==> config.mk <==
export PLATFORM = sky130hd
export DESIGN_NAME = bcd2ascii_serial
export DESIGN_NICKNAME = d
export VERILOG_FILES = /design/src/rtl/bcd2ascii_serial.sv
export SDC_FILE = /design/constraint.sdc
export NUM_CORES = 1
export LEC_CHECK = 0
export CAP_MARGIN = 20
export CORE_UTILIZATION = 50
export DETAILED_ROUTE_END_ITERATION = 8
export HOLD_SLACK_MARGIN = 0.15
export PLACE_DENSITY = 0.89
export SETUP_SLACK_MARGIN = 0.15
export SYNTH_ARGS = -nofsm -noshare
export SYNTH_HDL_FRONTEND = slang
export SYNTH_SLANG_ARGS = --single-unit
==> constraint.sdc <==
create_clock -name clock -period 2.5 [get_ports clock]
set_input_delay 0.5 -clock clock [delete_from_list [all_inputs] [get_ports clock]]
set_output_delay 0.5 -clock clock [all_outputs]
set_load 0.01 [all_outputs]
==> src/rtl/bcd2ascii_serial.sv <==
// BCD word to ASCII character stream, MSD first, then a terminator, over valid/ready.
// Optional leading-zero suppression is compiled in with BCD2ASCII_ZERO_BLANK_EN.
module bcd2ascii_serial #(
  parameter int unsigned BCD_DIGITS = 5,
  parameter logic [7:0]  EOL_CHAR   = 8'h0A
) (
  input  logic                    clock,
  input  logic                    reset_n,
  input  logic                    load,
  input  logic [4*BCD_DIGITS-1:0] bcd_in,
  output logic                    busy,
  output logic [7:0]              out_data,
  output logic                    out_valid,
  input  logic                    out_ready,
  output logic                    out_last,
  output logic                    bad_digit
);

  localparam int unsigned BCD_W = 4 * BCD_DIGITS;
  localparam int unsigned IDX_W = (BCD_DIGITS > 1) ? $clog2(BCD_DIGITS) : 1;
  localparam logic [IDX_W-1:0] IDX_TOP = IDX_W'(BCD_DIGITS - 1);

  typedef enum logic [1:0] {
    IDLE = 2'd0,
    EMIT = 2'd1,
    TERM = 2'd2
`ifdef BCD2ASCII_ZERO_BLANK_EN
    , SKIP = 2'd3
`endif
  } state_t;

  state_t           state_q, state_d;
  logic [BCD_W-1:0] digits_q, digits_d;
  logic [IDX_W-1:0] idx_q, idx_d;
  logic             busy_d, valid_d, last_d, bad_d;
  logic [7:0]       data_d;

  logic             hs;
  logic [IDX_W-1:0] idx_dec;
  logic [3:0]       nxt_digit;

  // Out-of-range digits are shown as '?'.
  function automatic logic [7:0] to_ascii(input logic [3:0] d);
    return (d > 4'd9) ? 8'h3F : {4'h3, d};
  endfunction

  assign hs        = out_valid & out_ready;
  assign idx_dec   = idx_q - IDX_W'(1);
  assign nxt_digit = digits_q[{idx_dec, 2'b00} +: 4];

`ifdef BCD2ASCII_ZERO_BLANK_EN
  logic [3:0] cur_digit;
  assign cur_digit = digits_q[{idx_q, 2'b00} +: 4];
`else
  logic [3:0] top_digit;
  assign top_digit = bcd_in[BCD_W-1 -: 4];
`endif

  always_ff @(posedge clock) begin
    if (!reset_n) begin
      state_q   <= IDLE;
      digits_q  <= '0;
      idx_q     <= '0;
      busy      <= 1'b0;
      out_data  <= 8'h00;
      out_valid <= 1'b0;
      out_last  <= 1'b0;
      bad_digit <= 1'b0;
    end else begin
      state_q   <= state_d;
      digits_q  <= digits_d;
      idx_q     <= idx_d;
      busy      <= busy_d;
      out_data  <= data_d;
      out_valid <= valid_d;
      out_last  <= last_d;
      bad_digit <= bad_d;
    end
  end

  // Next-state and registered-output values.
  always_comb begin
    state_d  = state_q;
    digits_d = digits_q;
    idx_d    = idx_q;
    busy_d   = busy;
    data_d   = out_data;
    valid_d  = out_valid;
    last_d   = out_last;
    bad_d    = bad_digit;

    case (state_q)
      IDLE: begin
        if (load) begin
          digits_d = bcd_in;
          idx_d    = IDX_TOP;
          busy_d   = 1'b1;
          bad_d    = 1'b0;
`ifdef BCD2ASCII_ZERO_BLANK_EN
          state_d  = SKIP;
`else
          data_d   = to_ascii(top_digit);
          valid_d  = 1'b1;
          bad_d    = (top_digit > 4'd9);
          state_d  = EMIT;
`endif
        end
      end
`ifdef BCD2ASCII_ZERO_BLANK_EN
      SKIP: begin
        // Digit 0 is never blanked, so at least one character is sent.
        if (cur_digit == 4'd0 && idx_q != '0) begin
          idx_d = idx_dec;
        end else begin
          data_d  = to_ascii(cur_digit);
          valid_d = 1'b1;
          bad_d   = bad_digit | (cur_digit > 4'd9);
          state_d = EMIT;
        end
      end
`endif
      EMIT: begin
        if (hs) begin
          if (idx_q != '0) begin
            idx_d  = idx_dec;
            data_d = to_ascii(nxt_digit);
            bad_d  = bad_digit | (nxt_digit > 4'd9);
          end else begin
            data_d  = EOL_CHAR;
            last_d  = 1'b1;
            state_d = TERM;
          end
        end
      end
      TERM: begin
        if (hs) begin
          valid_d = 1'b0;
          last_d  = 1'b0;
          busy_d  = 1'b0;
          state_d = IDLE;
        end
      end
      default: state_d = IDLE;
    endcase
  end

endmodule

==> metrics.cfg, run 1 <==
[floorplan]
start_util=0.535
die_y_um=59.6
dieWidth_um=59.6
num_rows=20
dieArea_um2=3560
core_area_um2=3100
num_io_pins=36

[critical_path]
slowest_delay_ps=530
critPathLaunch=load
worstPathRequired_ps=2780
crit_fanout=11
reg2reg_from=idx_q[1]$_SDFFE_PN0P_
cp-start-kind=input port
r2r_slack_ps=560
arrival_ps=2340
endpoint=out_data[0]$_SDFFE_PN0P_
critical_path_class=input port to flop
path_cells=clkdlybuf4s50_1 -> or3b_1 -> and2_4 -> a2111oi_4 -> o211ai_1 -> nand2_1
cp_slowest_cell=or3b_1
r2r-end=out_data[0]$_SDFFE_PN0P_
r2r_cells=7
cp-end-kind=flop

[route]
vias_per_cell=5.33
dr.first_iter.drc_count=56
drc=0
drt_pass1_iterations=4
detail_route.wl_per_cell_um=12.6
final_antenna_net_count=0
route.vias.total=1518
drt-total-wl_mm=3.59

[outcome]
status=complete, no violations

[timing]
fmax_mhz=486
finalCritPeriodShare=0.824
fin_setup_tns_ps=0
slew_violations=0
fin_skew_ps=9.93
finalSetupViolations=0
fin_hold_ws_ps=459
report.final.hold_viol_count=0
rsz0062_at_grt=no
period_needed_ps=2060

[cts]
path_clk_slew_ps=100
cts_tree=done
cts-buffers-inserted=5
postCtsSetupRepairBufs=0
ctsResizeCount=0
clock-root-buffer=clkbuf_4
clockBufferDepth=2
cts.sinks=33
hold_buffers=0
insertion_delay_ps=330
ctsHtreeMaxLevel=2

[grt]
grt_overflow=0
grt_use_total=0.231
grt_pass1_vias=1463
grt_pass1_wl_mm=6.13
grt_antenna_before_repair=0
grt_max_degree=28

[power]
power.leakage_nw=0.739
ir_drop_v=0.000372
p_per_area_nw_per_um2=597

[layout]
nFillCells=292
final_common_cell=nand2_1
drive_above_1_share=0.0830
layout_common_cells=50 x nand2_1, 33 x dfxtp_1, 33 x clkdlybuf4s50_1
area_delta_synth_final_pct=23.2
nets=266
diodes=0

[logic_synthesis]
ys_top_cells_by_area=dfxtp_1 40%, nand2_1 11%, a21oi_1 9.0%
ys_types=44
synth-seq-area-share=0.398
ys.flop_type=dfxtp_1
ys_ff_latch=33
synth_edf_count=0
syn_area_um2=1660
synth_cells=212
avgSynthCellArea_um2=7.83
yosysTopAreaCell=dfxtp_1
synth_top_area_frac=0.398
yosysWarnings=0
async_reset_ff_frac=0

[placed_design]
hpwl_mm=2.55
gp_congestion=0.938
portBuffers=33

[min_path]
hold_class=flop to flop

[run]
cap_violations=0

## cell type report
type / count / area, um2 / share of cell area
inverters: 6 / 22.5 / 0.0110
well taps: 44 / 55.1 / 0.0269
clock buffers: 8 / 48.8 / 0.0239
multi-input cells: 155 / 883 / 0.432
flip-flops and latches: 33 / 661 / 0.323
repair buffers: 39 / 375 / 0.183
## state kept, by name, summed over array words and instances, names as in the netlist
signal and flops:
digits_q 20, out_last 1, state_q 2, out_data 5, idx_q 3, bad_digit 1, out_valid 1
## worst min-delay path by stage
stage                                          from                         to  cells after the start
after floorplan            digits_q[1]$_SDFFE_PN0P_   digits_q[1]$_SDFFE_PN0P_                      2
after global placement     digits_q[2]$_SDFFE_PN0P_   digits_q[2]$_SDFFE_PN0P_                      2
after detailed placement  digits_q[10]$_SDFFE_PN0P_  digits_q[10]$_SDFFE_PN0P_                      2
after CTS                 digits_q[10]$_SDFFE_PN0P_  digits_q[10]$_SDFFE_PN0P_                      2
after global routing       digits_q[0]$_SDFFE_PN0P_   digits_q[0]$_SDFFE_PN0P_                      2
final                     digits_q[10]$_SDFFE_PN0P_  digits_q[10]$_SDFFE_PN0P_                      2
## worst max-delay path: cells and delay by family
kind / cells / cell delay [ps]
AOI/OAI and AO/OA: 2 / 510
buffers and inverters: 1 / 470
and+or+nand+nor: 3 / 850
## layer usage
layer,GRT usage,wire length [um]
met1,0.277,1600
met3,0.0633,194
met5,0,0
met4,0.113,105
met2,0.380,1690
## Yosys cell counts (2+ instances only)
cell type  count
or3_1          2
mux2_2         2
dfxtp_1       33
a21oi_1       30
a31o_2         2
buf_4          4
inv_1          6
o21ai_0        7
o211ai_1       5
a31oi_1        2
nand2_1       50
nor3_1         3
buf_1          2
clkbuf_1      10
ha_1           2
o21a_1         2
nand4_1        2
nor2_1        10
nor2b_1        2
mux2i_1        4
nand3_1        8
buf_6          2
## where the power goes
part | switching (W) | internal (W) | total (W)
Combinational | 0.000176 | 0.000160 | 0.000335
Sequential | 0.0000379 | 0.000573 | 0.000611
Clock | 0.000163 | 0.000112 | 0.000275
## stage by stage
step	std cells	setup slack, ps	utilization	total power (W)	area [um2]
5_1_grt	285	385	0.659	0.00130	2050
2_1_floorplan	213	504	-	0.000840	1660
3_3_place_gp	277	165	0.644	0.000948	2000
3_5_place_dp	277	136	0.644	0.000955	2000
6_report	285	441	0.659	0.00122	2050
4_1_cts	285	451	0.659	0.00123	2050
## kinds of logic after synthesis
group / Yosys count / synth area share
simple gates: 86 / 0.234
mux: 7 / 0.0512
compound gates: 56 / 0.213
buf+inv: 25 / 0.0754
flops: 33 / 0.398
fa+ha+maj: 2 / 0.0151
other cells: 1 / 0.00226
xor+xnor: 2 / 0.0106
Power figures use the tool's default switching activity.
==> run 2: changes to the inputs <==
==> constraint.sdc (replaced) <==
create_clock -name clock -period 2.1 [get_ports clock]
set_input_delay 0.42 -clock clock [delete_from_list [all_inputs] [get_ports clock]]
set_output_delay 0.42 -clock clock [all_outputs]
set_load 0.01 [all_outputs]
==> run 2 against run 1 <==
  * Worst hold slack worse by 2.0 ps
  * Sequential power is 19% higher
  * Core utilization increased by 2.7 points
  * Clock power grew 47%
  * Die area stayed put
  * Register-to-register slack worse by 270 ps
  * Worst setup slack worse by 180 ps
==> metrics.cfg, run 2 (synthesized netlist as in run 1, its figures left out) <==
[run]
cap_violations=0  ; unchanged

[floorplan]
num_io_pins=36  ; unchanged
dieArea_um2=3560  ; unchanged
dieWidth_um=59.6  ; unchanged
num_rows=20  ; unchanged
core_area_um2=3100  ; unchanged
start_util=0.535  ; unchanged
die_y_um=59.6  ; unchanged

[timing]
fin_skew_ps=12.1  ; +2.18 ps
slew_violations=0  ; unchanged
fin_hold_ws_ps=457  ; -1.99 ps
fmax_mhz=543
finalSetupViolations=0  ; unchanged
report.final.hold_viol_count=0  ; unchanged
rsz0062_at_grt=no
period_needed_ps=1840
finalCritPeriodShare=0.877

[cts]
cts_tree=done
clockBufferDepth=2  ; unchanged
ctsResizeCount=0  ; unchanged
insertion_delay_ps=340  ; about the same
ctsHtreeMaxLevel=2  ; unchanged
clock-root-buffer=clkbuf_4
cts.sinks=33  ; unchanged
hold_buffers=0  ; unchanged
cts-buffers-inserted=5  ; unchanged
path_clk_slew_ps=90  ; about the same
postCtsSetupRepairBufs=0  ; unchanged

[power]
pwr-share-comb=0.271  ; -0.004
ir_drop_v=0.000472  ; +27%
p_total_w=0.00155  ; +27%
power.share.sequential=0.470  ; -0.030
p_sw_frac=0.303  ; -0.00577
clock_power_share=0.259  ; +0.034
p_sw_w=0.000470  ; +25%
p_per_area_nw_per_um2=730  ; +22%
power.leakage_nw=0.789  ; +6.7%
internal-power_w=0.00108  ; +28%

[layout]
reg_top3=digits_q (20), out_data (5), idx_q (3)
area_delta_synth_final_pct=28.2
final_common_cell=nand2_1
nets=271  ; +1.9%
final_util=0.686  ; +0.0266
multi_input_area_um2=907  ; +2.7%
nFillCells=280  ; -4.1%
diodes=0  ; unchanged
regArea_um2=661  ; unchanged
largest_reg_flops=20  ; unchanged
drive_above_1_share=0.122  ; +0.0390
layout_common_cells=50 x nand2_1, 33 x dfxtp_1, 33 x clkdlybuf4s50_1
top_register=digits_q
stdcell_count=290  ; +1.8%

[critical_path]
critical_path_class=input port to flop
r2r_slack_ps=290  ; -270 ps
arrival_ps=2050  ; -290 ps
worstPathRequired_ps=2300  ; -480 ps
reg2reg_from=idx_q[0]$_SDFFE_PN0P_
cp-end-kind=flop
r2r-end=out_data[1]$_SDFFE_PN0P_
crit_fanout=6  ; -5
critPathLaunch=load
r2r_cells=7  ; unchanged
cp-start-kind=input port

[placed_design]
dp.cells=282  ; +1.8%
gp_congestion=0.924  ; -1.5%
portBuffers=33  ; unchanged
hpwl_mm=2.62  ; +3.0%

[grt]
grt_max_degree=18  ; -36%
grt_antenna_before_repair=0  ; unchanged
grt_use_total=0.236  ; +0.00471
grt_pass1_wl_mm=6.20  ; +1.1%
grt_overflow=0  ; unchanged
grt_pass1_vias=1440  ; -1.6%

[min_path]
min_path_cells=2  ; unchanged
hold_class=flop to flop
hold_start=digits_q[2]$_SDFFE_PN0P_
hold_end=digits_q[2]$_SDFFE_PN0P_

[route]
drt-total-wl_mm=3.59  ; about the same
dr.first_iter.drc_count=99  ; +77%
met1_length_mm=1.61  ; +0.50%
detail_route.wl_per_cell_um=12.4  ; -1.8%
vias_per_cell=5.47  ; +2.6%
final_antenna_net_count=0  ; unchanged
drt_pass1_iterations=4  ; unchanged
wl_met3_um=232  ; +20%
wl_met2_mm=1.70  ; +0.18%
top_layer_used=met4
route.vias.total=1585  ; +4.4%
drc=0  ; unchanged

[outcome]
status=complete, no violations

==> run 2: layout make-up <==
cell class,instances,share of cell area
sequential,33,0.310
multi-input combinational,155,0.426
clock inverter,1,0.00235
tap,44,0.0259
inverter,6,0.0106
timing repair buffer,44,0.194
clock buffer,7,0.0306
==> run 2: per-stage QoR <==
| stage | setup TNS, ps | instance area (um2) | worst slack, ps |
|---|---|---|---|
| floorplan | 0 | 1670 | 155 |
| global placement | -66.6 | 2030 | -51.5 |
| detailed placement | -114 | 2030 | -74.1 |
| CTS | 0 | 2100 | 226 |
| global route | 0 | 2130 | 145 |
| finish | 0 | 2130 | 258 |
==> run 2: worst max path at each step <==
stage	endpoint	slack, ps	cells after the start
6_report	out_data[1]$_SDFFE_PN0P_	260	5
5_1_grt	out_data[3]$_SDFFE_PN0P_	150	7
4_1_cts	out_data[2]$_SDFFE_PN0P_	230	7
3_5_place_dp	out_data[1]$_SDFFE_PN0P_	-70	5
3_3_place_gp	out_data[1]$_SDFFE_PN0P_	-50	5
2_1_floorplan	out_data[1]$_SDFFE_PN0P_	160	8
==> run 2: metal layers <==
| metal | up-vias | global-route usage |
|---|---|---|
| li1 | 790 | - |
| met1 | 725 | 0.294 |
| met2 | 61 | 0.382 |
| met3 | 9 | 0.0721 |
| met4 | 0 | 0.0897 |
| met5 | - | 0 |
==> run 2: critical path: stages <==
cell,delay [ps]
clkdlybuf4s50_1,480
or3b_1,440
or4_1,530
o211ai_1,110
a41oi_1,70
==> run 2: power by group through the flow <==
stage / sequential, W / combinational (W) / clock [W]
final: 0.000730 / 0.000421 / 0.000403
after global routing: 0.000738 / 0.000470 / 0.000456
after CTS: 0.000727 / 0.000412 / 0.000412
after detailed placement: 0.000741 / 0.000411 / 0
after global placement: 0.000738 / 0.000403 / 0
after floorplan: 0.000738 / 0.000263 / 0
